--- src/rtl/fifo_rd_ctrl.sv ---
// FIFO read controller: pops a fixed-latency FIFO into a 2-entry in-order
// output buffer and presents it on a valid/ready downstream port.
module fifo_rd_ctrl #(
  parameter int DATA_W = 10,
  parameter int CNT_W  = 8
) (
  input  logic              clk,
  input  logic              rst,
  input  logic              en,
  input  logic              fifo_empty,
  input  logic [DATA_W-1:0] fifo_data_out,
  output logic              fifo_rd_enb,
  input  logic              ready_in,
  output logic              valid_out,
  output logic [DATA_W-1:0] data_out,
  output logic [CNT_W-1:0]  rd_count
);

  localparam logic [1:0] S_EMPTY = 2'd0;
  localparam logic [1:0] S_ONE   = 2'd1;
  localparam logic [1:0] S_TWO   = 2'd2;

  logic [1:0]        occ_q, occ_d;
  logic              infl_q, infl_d;
  logic [DATA_W-1:0] head_q, head_d;
  logic [DATA_W-1:0] tail_q, tail_d;
  logic [CNT_W-1:0]  cnt_q, cnt_d;
  logic              xfer;
  logic [2:0]        occ_nxt;

  always_comb begin
    valid_out   = (occ_q != S_EMPTY);
    xfer        = valid_out & ready_in;
    occ_nxt     = {1'b0, occ_q} + {2'b00, infl_q} - {2'b00, xfer};
    // Only pop when the word it produces is guaranteed a buffer slot.
    fifo_rd_enb = rst & en & ~fifo_empty & (occ_nxt < 3'd2);
    occ_d       = occ_nxt[1:0];
    infl_d      = fifo_rd_enb;
    cnt_d       = cnt_q + CNT_W'(xfer);
    head_d      = head_q;
    tail_d      = tail_q;
    // tail is kept at 0 whenever it does not hold a word, so shifting it
    // into head also empties cleanly.
    case (occ_q)
      S_EMPTY: begin
        if (infl_q) head_d = fifo_data_out;
      end
      S_ONE: begin
        if (infl_q && xfer) head_d = fifo_data_out;
        else if (infl_q)    tail_d = fifo_data_out;
        else if (xfer)      head_d = '0;
      end
      S_TWO: begin
        if (xfer) begin
          head_d = tail_q;
          tail_d = infl_q ? fifo_data_out : '0;
        end
      end
      default: ;
    endcase
    data_out = head_q;
    rd_count = cnt_q;
  end

  always_ff @(posedge clk) begin
    if (!rst) begin
      occ_q  <= S_EMPTY;
      infl_q <= 1'b0;
      head_q <= '0;
      tail_q <= '0;
      cnt_q  <= '0;
    end else begin
      occ_q  <= occ_d;
      infl_q <= infl_d;
      head_q <= head_d;
      tail_q <= tail_d;
      cnt_q  <= cnt_d;
    end
  end

endmodule

--- config.mk ---
export PLATFORM = sky130hd
export DESIGN_NAME = fifo_rd_ctrl
export DESIGN_NICKNAME = d
export VERILOG_FILES = /design/src/rtl/fifo_rd_ctrl.sv
export SDC_FILE = /design/constraint.sdc
export NUM_CORES = 1
export LEC_CHECK = 0
export BUFFER_PORTS_ARGS = -buffer_cell sky130_fd_sc_hd__buf_2
export CAP_MARGIN = 10
export CORE_MARGIN = 1.5
export CORE_UTILIZATION = 53
export DETAILED_ROUTE_END_ITERATION = 10
export PLACE_DENSITY_LB_ADDON = 0.15
export SLEW_MARGIN = 15
export SYNTH_ARGS = -nofsm -noshare
export SYNTH_HDL_FRONTEND = slang
export SYNTH_SLANG_ARGS = --single-unit
--- constraint.sdc ---
create_clock -name clk -period 2.3 [get_ports clk]
set_input_delay 0 -clock clk [delete_from_list [all_inputs] [get_ports clk]]
set_output_delay 0 -clock clk [all_outputs]
set_load 0.02 [all_outputs]
==> out/results.ini <==
[logic_synthesis]
synth_area_leader_cell=dfxtp_1
netlist_top_cells_count=dfxtp_1, nand2_1, nand3_1
synth.area.top_cells=dfxtp_1, nand3_1, o211a_1, o2111ai_1, nand2_1
yosysMostFrequentCell=dfxtp_1
ys_warn_count=0
synth_fp_nets=200
avgSynthCellArea_um2=8.81
netlist_area_mm2=0.00157
synth_edf_count=0
synth_top_area_frac=0.396
seq_area_frac_synth=0.396
ys.flop_type=dfxtp_1
syn-instance-count=178
synth_cell_types=32
ys_ff_latch=31
async_flop_share=0

[worst_setup_path]
critPathMaxFanout=2
r2r_setup_slack_ps=180
cp.arrival_ps=2400
rr_worst_depth=9
reg2reg_from=occ_q[0]$_SDFF_PN0_
required_ps=2300
path_class=reg -> out
startpoint=occ_q[0]$_SDFF_PN0_
timing.rr.end=infl_q$_SDFF_PN0_
worstSetupStartpointType=flip-flop
cp-end-kind=output pin

[timing]
min_period_over_period=1.04
final_max_slew_viol_count=0
maxSlewHeadroom=0.656
grt_setup_unrepaired=yes
fin_tns_setup_ps=-99.1
finalSetupViolCount=1
fin_crit_ps=2400
hold_viol=0
hold_slack_ps=149
fmax_ghz=0.417
setup_ws_ps=-99.1
tightest_slew_ps=517
fin_skew_ps=4.31

[clocking]
clkLatencyLatePin_ps=330
clkSinkCount=31
clock-root-buffer=clkbuf_4
clockBufferDepth=2
cts_tree=yes
cts.clk_slew.worst_paths_ps=100
cts_max_level=2
cts_made_buffers=5

[drt]
via_count=1561
drtIter0Drc=107
postRouteAntennaNets=0
routedWlPerCell_um=16.7
first_pass_iters=4
vias_per_cell=5.85
drc_errors=0
wirelength_mm=4.45

[power]
p_sw_mw=0.727
p_per_area_mw_per_mm2=930
leakagePower_nw=1.01
p_int_mw=1.22
pwr-share-clk=0.193
comb_power_share=0.462
power_mw=1.95
seqPwrFrac=0.345
ir_drop_v=0.000985
swShare=0.373

[final_layout]
layout-drive-gt1-share=0.309
finish.instance_area_mm2=0.00210
final_util=0.753
fillers=201
layout.cells.non_filler=267
nets=257
syn_to_final_growth_pct=33.6
n_antenna_cell=0

[hold_path]
hold_path_class=in -> reg
min_path_cells=2
hold_end=data_out[5]$_SDFFE_PN0P_
hold_path.startpoint=rst

[status]
violations=setup timing
status=finished with violations

[floorplan]
fp-row-count=19
die_area_mm2=0.00330
core_mm2=0.00278
die_w_um=57.4
fp.dieH_um=57.4
start_util=0.564
num_io_pins=35

[run]
cap_viol_max_count=0

[global_route]
overflow=0
grt_pass1_wl_mm=6.95
antenna_found_initial=0
grt_use_total=0.281
grt_max_degree=33
grt_pass1_vias=1521

[placed_design]
numPortBuffers=34
dpl.cell_count=237
gp_congestion=0.826
dpl_worst_slack_ps=-72.0
hpwl_mm=2.64
post_dp_cell_area_mm2=0.00177

## worst max path at each step
stage / cells after the start / to
2_1_floorplan: 8 / fifo_rd_enb
3_3_place_gp: 9 / fifo_rd_enb
3_5_place_dp: 9 / fifo_rd_enb
4_1_cts: 9 / fifo_rd_enb
5_1_grt: 9 / fifo_rd_enb
6_report: 9 / fifo_rd_enb
## cells by family (layout without fill, tap and decap cells)
logic type,Yosys count,in the layout,synth area share
AO/OA/AOI/OAI,34,34,0.170
XOR/XNOR,7,7,0.0391
adder cells (fa/ha/maj),7,7,0.0606
buffers and inverters,18,76,0.0518
flip-flops,31,31,0.396
multiplexers,1,1,0.00638
AND/OR/NAND/NOR,80,80,0.277
## state kept, by name, summed over array words and instances (netlist names)
signal / cells
rd_count: 8
infl_q: 1
data_out: 10
tail_q: 10
occ_q: 2
## worst max-delay path, stage by stage, from the launching register on
cell	delay, ps
dfxtp_2	350
inv_2	50
ha_4	160
nand2b_4	150
ha_4	260
inv_2	40
ha_4	150
fa_2	460
nor4_4	260
buf_4	180
## power groups by stage
stage	clock network [mW]	registers [mW]	logic, mW
floorplan	0	0.756	0.408
global placement	0	0.677	0.635
detailed placement	0	0.683	0.666
CTS	0.374	0.671	0.796
global route	0.402	0.683	0.959
finish	0.375	0.673	0.901
## what timing repair did
item	CTS	global route
gates resized for setup	10	4
pin swaps	4	3
hold buffers	12	0
setup endpoints to repair	1	1
setup buffers	6	4
hold endpoints to repair	11	0
## placed cells by master (no fill, tap or decap), drive strengths merged, types with 4 or more instances in the layout
cell type     n
dfxtp        31
o211a        10
o21ai        11
nand2        23
dlygate4sd3  12
o2111ai      10
and2          9
inv           6
nand3        23
nand2b       13
clkbuf        8
buf          50
ha            6
xnor2         4
## layer usage
metal | wire length (µm) | track usage
met2 | 2260 | 0.479
met3 | 237 | 0.0794
met1 | 1840 | 0.327
met5 | 0 | 0
met4 | 110 | 0.123
## cell type report
cell class | count | area [µm²] | area share
Clock buffer | 8 | 68.8 | 0.0328
Inverter | 6 | 22.5 | 0.0107
Multi-Input combinational cell | 129 | 930 | 0.444
Sequential cell | 31 | 623 | 0.297
Tap cell | 31 | 38.8 | 0.0185
Timing Repair Buffer | 62 | 413 | 0.197
No activity file was read; power rests on OpenSTA's default activity.
